## config.mk

```make
export PLATFORM = sky130hd
export DESIGN_NAME = ring_l2_responder
export DESIGN_NICKNAME = d
export VERILOG_FILES = /design/src/rtl/ring_l2_responder.sv
export SDC_FILE = /design/constraint.sdc
export NUM_CORES = 1
export LEC_CHECK = 0
export CAP_MARGIN = 20
export CELL_PAD_IN_SITES_DETAIL_PLACEMENT = 1
export CELL_PAD_IN_SITES_GLOBAL_PLACEMENT = 1
export CORE_ASPECT_RATIO = 1.2
export CORE_UTILIZATION = 33
export CTS_CLUSTER_SIZE = 24
export DETAILED_ROUTE_END_ITERATION = 10
export PLACE_DENSITY_LB_ADDON = 0.1
export SETUP_SLACK_MARGIN = 0.02
export SYNTH_ARGS = -nofsm -noshare
export SYNTH_HDL_FRONTEND = slang
export SYNTH_SLANG_ARGS = --single-unit
```

## constraint.sdc

```tcl
create_clock -name clk -period 5.7 [get_ports clk]
set_clock_uncertainty 0.15 [all_clocks]
set_input_delay 1.14 -clock clk [delete_from_list [all_inputs] [get_ports clk]]
set_output_delay 1.14 -clock clk [all_outputs]
set_load 0.02 [all_outputs]
```

## src/rtl/ring_l2_responder.sv

```systemverilog
// ring_l2_responder: round-robin arbiter between two core refill rings that streams one
// aligned block of L2 words to the granted core, one mem read per beat.
module ring_l2_responder #(
   parameter int DATA_W      = 64,
   parameter int ADDR_W      = 64,
   parameter int BLOCK_WORDS = 8192
) (
   input  logic              clk,
   input  logic              rst,
   input  logic              c0_ring_req,
   input  logic [ADDR_W-1:0] c0_ring_addr,
   output logic              c0_ring_ready,
   output logic              c0_rsp_valid,
   input  logic              c1_ring_req,
   input  logic [ADDR_W-1:0] c1_ring_addr,
   output logic              c1_ring_ready,
   output logic              c1_rsp_valid,
   output logic [DATA_W-1:0] rsp_data,
   output logic [31:0]       rsp_index,
   output logic              rsp_last,
   output logic              mem_rd_en,
   output logic [ADDR_W-1:0] mem_addr,
   input  logic [DATA_W-1:0] mem_rd_data,
   input  logic              mem_rd_done
);
   localparam int IW = $clog2(BLOCK_WORDS);
   localparam logic [ADDR_W-1:0] OFF_MASK = ADDR_W'(BLOCK_WORDS * 8 - 1);

   typedef enum logic [1:0] {IDLE, ACCEPT, READ, SEND} state_t;

   state_t            state_q, state_d;
   logic              owner_q, owner_d;
   logic              last_grant_q, last_grant_d;
   logic [ADDR_W-1:0] base_q, base_d;
   logic [ADDR_W-1:0] mem_addr_q, mem_addr_d;
   logic [IW-1:0]     idx_q, idx_d;
   logic [1:0]        ready_q, ready_d;
   logic [1:0]        valid_q, valid_d;
   logic [DATA_W-1:0] data_q, data_d;
   logic [31:0]       index_q, index_d;
   logic              last_q, last_d;
   logic              rd_en_q, rd_en_d;
   logic [1:0]        req;
   logic              grant;
   logic              is_last;

   always_comb begin
      req          = {c1_ring_req, c0_ring_req};
      grant        = (req == 2'b11) ? ~last_grant_q : req[1];
      is_last      = idx_q == IW'(BLOCK_WORDS - 1);
      state_d      = state_q;
      owner_d      = owner_q;
      last_grant_d = last_grant_q;
      base_d       = base_q;
      idx_d        = idx_q;
      ready_d      = 2'b00;
      valid_d      = 2'b00;
      data_d       = data_q;
      index_d      = index_q;
      last_d       = last_q;
      rd_en_d      = rd_en_q;
      case (state_q)
         IDLE: begin
            if (|req) begin
               owner_d = grant;
               base_d  = (grant ? c1_ring_addr : c0_ring_addr) & ~OFF_MASK;
               idx_d   = '0;
               state_d = ACCEPT;
            end
         end
         ACCEPT: begin
            ready_d      = owner_q ? 2'b10 : 2'b01;
            last_grant_d = owner_q;
            rd_en_d      = 1'b1;
            state_d      = READ;
         end
         READ: begin
            if (rd_en_q && mem_rd_done) begin
               data_d  = mem_rd_data;
               rd_en_d = 1'b0;
               valid_d = owner_q ? 2'b10 : 2'b01;
               index_d = 32'(idx_q) << 3;
               last_d  = is_last;
               state_d = SEND;
            end
         end
         SEND: begin
            if (is_last) begin
               state_d = IDLE;
            end else begin
               idx_d   = idx_q + IW'(1);
               rd_en_d = 1'b1;
               state_d = READ;
            end
         end
         default: state_d = IDLE;
      endcase
      // the address is computed once per read, on the rising edge of rd_en, then held
      mem_addr_d = (rd_en_d && !rd_en_q) ? base_d + (ADDR_W'(idx_d) << 3) : mem_addr_q;
   end

   always_ff @(posedge clk) begin
      if (rst) begin
         state_q      <= IDLE;
         owner_q      <= 1'b0;
         last_grant_q <= 1'b1;
         base_q       <= '0;
         mem_addr_q   <= '0;
         idx_q        <= '0;
         ready_q      <= 2'b00;
         valid_q      <= 2'b00;
         data_q       <= '0;
         index_q      <= '0;
         last_q       <= 1'b0;
         rd_en_q      <= 1'b0;
      end else begin
         state_q      <= state_d;
         owner_q      <= owner_d;
         last_grant_q <= last_grant_d;
         base_q       <= base_d;
         mem_addr_q   <= mem_addr_d;
         idx_q        <= idx_d;
         ready_q      <= ready_d;
         valid_q      <= valid_d;
         data_q       <= data_d;
         index_q      <= index_d;
         last_q       <= last_d;
         rd_en_q      <= rd_en_d;
      end
   end

   assign c0_ring_ready = ready_q[0];
   assign c1_ring_ready = ready_q[1];
   assign c0_rsp_valid  = valid_q[0];
   assign c1_rsp_valid  = valid_q[1];
   assign rsp_data      = data_q;
   assign rsp_index     = index_q;
   assign rsp_last      = last_q;
   assign mem_rd_en     = rd_en_q;
   assign mem_addr      = mem_addr_q;
endmodule
```

Word level (Yosys, flattened, before mapping)
Index checks and enable logic that the tools add are counted.
{"block": "totals", "input_bits": 197, "output_inout_bits": 166, "register_bits": 228}
{"block": "classes", "n_reduce_logical": 10, "n_bitwise": 4, "n_addsub": 2, "eq_ne": 7, "muxes": 15}
{"cell": "two-way mux 64 bit", "n": 3}
{"cell": "adder 64 x 16 -> 64 bit", "n": 1}
{"cell": "two-way mux 13 bit", "n": 2}
{"cell": "case mux 13 bit (2 select lines)", "n": 1}
{"cell": "adder 13 x 1 -> 13 bit, second input constant", "n": 1}
{"cell": "== test 13 bit, second input constant", "n": 1}
{"cell": "two-way mux 2 bit", "n": 4}
{"cell": "case mux 2 bit (4 select lines)", "n": 1}
{"cell": "== test 2 bit, second input constant", "n": 3}
{"cell": "AND reduction 2 bit", "n": 3}
{"cell": "inequality test 2 bit, second input constant", "n": 2}
{"cell": "inverter 1 bit", "n": 4}
{"cell": "OR reduction 2 bit", "n": 2}
{"cell": "two-way mux 1 bit", "n": 3}
{"cell": "case mux 1 bit (3 select lines)", "n": 1}
{"cell": "OR reduction 3 bit", "n": 1}
{"cell": "== test 2 x 1 -> 1 bit, second input constant", "n": 1}
{"cell": "logical AND 1 bit", "n": 2}
{"cell": "zero test 2 bit", "n": 1}
{"cell": "zero test 1 bit", "n": 1}

Depth between registers and ports, before layout
{"block": "depth", "word_depth": 6, "depth_mapped": 22, "mapped_depth_nobuf": 17}

Worst setup path after synthesis
No wires, ideal clock.
{"block": "synth_timing", "path_type": "input to register", "from": "input port c0_ring_req", "to": "register mem_addr_q[53] (netlist: mem_addr[53])", "slack_ns": 0.497, "arrival_time_ns": 4.962, "cell_stages": 19, "n_path_buf": 7, "setup_time_ns": 0.091, "path_cell_list": "buf_6 buf_6 buf_6 o21ai_2 clkbuf_1 clkbuf_1 clkbuf_1 and2_1 ha_1 fa_1 a21o_1 a221o_1 and3_1 o21ai_1 nor4_1 buf_2 nand2_1 or3_1 a311oi_1"}
{"block": "synth_via", "elab_cells_between_ends": 9, "cone_classes": "1 x add/sub; 1 x eq/ne; 6 x mux; 1 x reduce/logical"}
{"item": "from (decl)", "line": "10", "text": "input logic c0_ring_req,"}
{"item": "OR reduction 2 bit", "line": "64", "text": "if (|req) begin"}
{"item": "two-way mux 64 bit", "line": "64"}
{"item": "two-way mux 64 bit", "line": "62", "text": "case (state_q)"}
{"item": "net base_d[3]", "line": "34", "text": "logic [ADDR_W-1:0] base_q, base_d;"}
{"item": "adder 64 x 16 -> 64 bit", "line": "99", "text": "mem_addr_d = (rd_en_d && !rd_en_q) ? base_d + (ADDR_W'(idx_d) << 3) : mem_addr_q;"}
{"item": "to (signal assigned)", "line": "121", "text": "mem_addr_q <= mem_addr_d;"}
{"item": "to (decl)", "line": "35", "text": "logic [ADDR_W-1:0] mem_addr_q, mem_addr_d;"}
The timed path passes the listed nets, and every way through them passes these cells.
A chain may end at the register's enable or synchronous reset.

Final worst setup path
{"block": "layout_timing", "from": "register idx_q[0]", "to": "register mem_addr_q[39] (netlist: mem_addr[39])"}
{"block": "layout_via", "elab_chain_cells": 4, "elab_cells_between_ends": 9, "cone_classes": "2 x add/sub; 1 x eq/ne; 5 x mux; 1 x reduce/logical"}
{"item": "from (decl)", "line": "36", "text": "logic [IW-1:0] idx_q, idx_d;"}
{"item": "from (signal assigned)", "line": "122", "text": "idx_q <= idx_d;"}
{"item": "adder 13 x 1 -> 13 bit or == test 13 bit (tied branches)", "line": "91, 50"}
{"item": "two-way mux 13 bit *", "line": "88", "text": "if (is_last) begin"}
{"item": "case mux 13 bit (2 select lines) *", "line": "62"}
{"item": "net idx_d[7]", "line": "36"}
{"item": "adder 64 x 16 -> 64 bit *", "line": "99"}
Mark *: on every way through the listed nets, which the timed path passes. The rest lies on a longest branch.

==> flow_metrics.tcl <==
set metrics [dict create \
    p_leak_uw 0.005704 \
    wl_per_cell_um 18.00 \
    power.density_nw_per_um2 416.7 \
    synthTopCellsByArea "dfxtp_1, nand2_1, a21oi_1" \
    share_seq_of_total_power_pct 31.4 \
    numCtsBuffers 26 \
    grt_overflow 0 \
    rsz0062_at_grt "no" \
    dieHeight_um 204.6 \
    arrival_ns 5.21 \
    crit_path_start_kind "register" \
    status "finished clean" \
    clk_path_buf_depth 3 \
    drt-pass1-iter-count 5 \
    grt_max_degree 119 \
    cts-root-buf "clkbuf_16" \
    post-cts-setup-buffers 0 \
    ctsResizeCount 0 \
    antenna_found_initial 0 \
    crit_fanout 11 \
    place_inst 2141 \
    placed_cell_area_um2 14750 \
    async_reset_ff_share_pct 0 \
    slew_violations 0 \
    synth_common_cells "nand2_1, dfxtp_1, a21oi_1" \
    hpwl_mm 28.00 \
    synth_cell_types 80 \
    routed_wl_mm 39.39 \
    setup_violations 0 \
    die_x_um 170.9 \
    place_congestion 0.8744 \
    hp-class "reg2reg" \
    synth_ff_type "dfxtp_1" \
    hold_buffers 0 \
    post-route-drc-count 0 \
    portBuffers 311 \
    utilization_pct 46.81 \
    p_total_uw 6522 \
    floorplan.initialDensity_pct 33.77 \
    fp-row-count 73 \
    ant_nets 0 \
    syn_to_final_growth_pct 38.61 \
    cts.sinks 228 \
    finalHoldViolations 0 \
    worstSetupPathType "reg2reg" \
    synthCells 1443 \
    grtUsageTotal_pct 22.27 \
    h-tree-depth 1 \
    r2r_start "idx_q[0]" \
    setup.worst_path.start "idx_q[0]" \
    relSlewSlack_pct 35.23 \
    ios 363 \
    fin_crit_sh_pct 86.08 \
    combPwrFrac_pct 42.3 \
    ys_seq_area_share_pct 40.43 \
    synth.top_cell.area_share_pct 40.43 \
    tightest_slew_ns 0.9715 \
    insertion_delay_ns 0.55 \
    p_switching_uw 2599 \
    synth.most_common_cell "nand2_1" \
    ys_ff_latch 228 \
    drv_cap 0 \
    core_um2 33430 \
    first_iter_violations 451 \
    clk_pin_slew_ns 0.07 \
    synth_warnings 0 \
    switching_share_pct 39.85 \
    vias 11350 \
    pwr-share-clk_pct 26.3 \
    stdcell_count 2188 \
    yosysTopAreaCell "dfxtp_1" \
    die_area_um2 34960 \
    grt_pass1_wl_mm 61.93 \
    viasPerCell 5.189 \
    synth_area_per_cell_um2 7.825 \
    ir_drop_mv 0.2252 \
    grt_pass1_vias 11410 \
    fmax_mhz 203.8 \
    netlist_area_um2 11290 \
    critPathRequiredTime_ns 6.01 \
    synth_edf_count 0 \
    tns_ns 0 \
    cts_tree "done" \
    critPathCaptureType "register" \
    min_from "mem_addr[10]" \
    drive_above_1_share_pct 6.736 \
    finalInstanceArea_um2 15650 \
    min_period_ns 4.906 \
    nNetsFinal 1936 \
    p_int_uw 3923 \
]
## power by group through the flow
stage	clock, uW	sequential, uW	combinational, uW
2_1_floorplan	0	2190	1660
3_3_place_gp	0	2070	2690
3_5_place_dp	0	2080	2740
4_1_cts	1770	2050	2760
5_1_grt	1830	2080	3030
6_report	1720	2050	2760
## flip-flops by register name, indices dropped and copies added, names as in the netlist
signal        flops
base_q           64
mem_addr         64
rsp_data         64
idx_q            13
rsp_index        13
ready_q           2
state_q           2
valid_q           2
last_grant_q      1
mem_rd_en         1
owner_q           1
rsp_last          1
## cell type report
type | instances | area [um^2]
clock inverter | 10 | 102.6
tap | 450 | 563.0
antenna | 1 | 2.502
timing repair buffer | 349 | 3432
sequential | 228 | 4564
clock buffer | 35 | 765.7
fill | 3982 | 17780
inverter | 15 | 56.30
multi-input combinational | 1100 | 6163
## critical path, cell delays in order, from the launching register on
cell	delay [ns]
dfxtp_1	0.35
ha_1	0.24
and3_1	0.23
nand4_1	0.09
buf_4	0.18
nand4_1	0.15
nor2_1	0.38
a21oi_1	0.12
o21ai_0	0.14
o21ai_0	0.19
ha_1	0.45
a21oi_1	0.12
o21ai_0	0.24
a221o_1	0.29
o21ai_1	0.16
nor4_1	0.32
buf_4	0.19
nand3_1	0.09
or4_1	0.48
a311oi_1	0.27
## layer usage
layer | GRT usage [%] | part of all wire, % | vias up
li1 | - | - | 5569
met1 | 27.15 | 42 | 5430
met2 | 39.84 | 50 | 302
met3 | 3.342 | 5.5 | 52
met4 | 6.983 | 2.5 | 0
met5 | 0 | 0 | -
## logic make-up after synthesis
kind of cell / count (synthesis) / synth area share [%]
AOI/OAI and AO/OA: 343 / 19.08
adders and majority gates: 19 / 2.172
DFF: 228 / 40.43
other: 1 / 0.03321
xor gates and xnor gates: 38 / 2.948
buffers and inverters: 133 / 5.840
muxes: 9 / 0.8090
and+or+nand+nor: 672 / 28.69
## worst paths after layout
kind,end,slack (ns),cells past startpoint
worst max register to register,mem_addr[39],0.79,19
worst min-delay path,mem_addr[10],0.30,2
worst min register to register,mem_addr[10],0.30,2
worst max-delay path,mem_addr[39],0.79,19
## placed cells by master, fill, tap and decap left out, types with 28 or more instances in the layout
| cell type | Yosys | layout |
|---|---|---|
| a211oi_1 | 38 | 38 |
| a21oi_1 | 152 | 152 |
| buf_4 | 24 | 36 |
| clkdlybuf4s50_1 | 0 | 310 |
| dfxtp_1 | 228 | 228 |
| nand2_1 | 283 | 283 |
| nand3_1 | 40 | 39 |
| nand4_1 | 28 | 28 |
| nor2_1 | 134 | 134 |
| nor2b_1 | 36 | 36 |
| nor3_1 | 33 | 32 |
| o21ai_0 | 42 | 42 |
| xnor2_1 | 31 | 31 |
## per-stage QoR
step,setup slack [ns],hold WS [ns]
floorplan,0.4971,0.2794
global placement,0.4200,0.2897
detailed placement,0.3712,0.2958
CTS,0.8024,0.3033
global route,0.3799,0.3149
finish,0.7937,0.2992
Note: power is estimated with default switching activity, not from simulation.
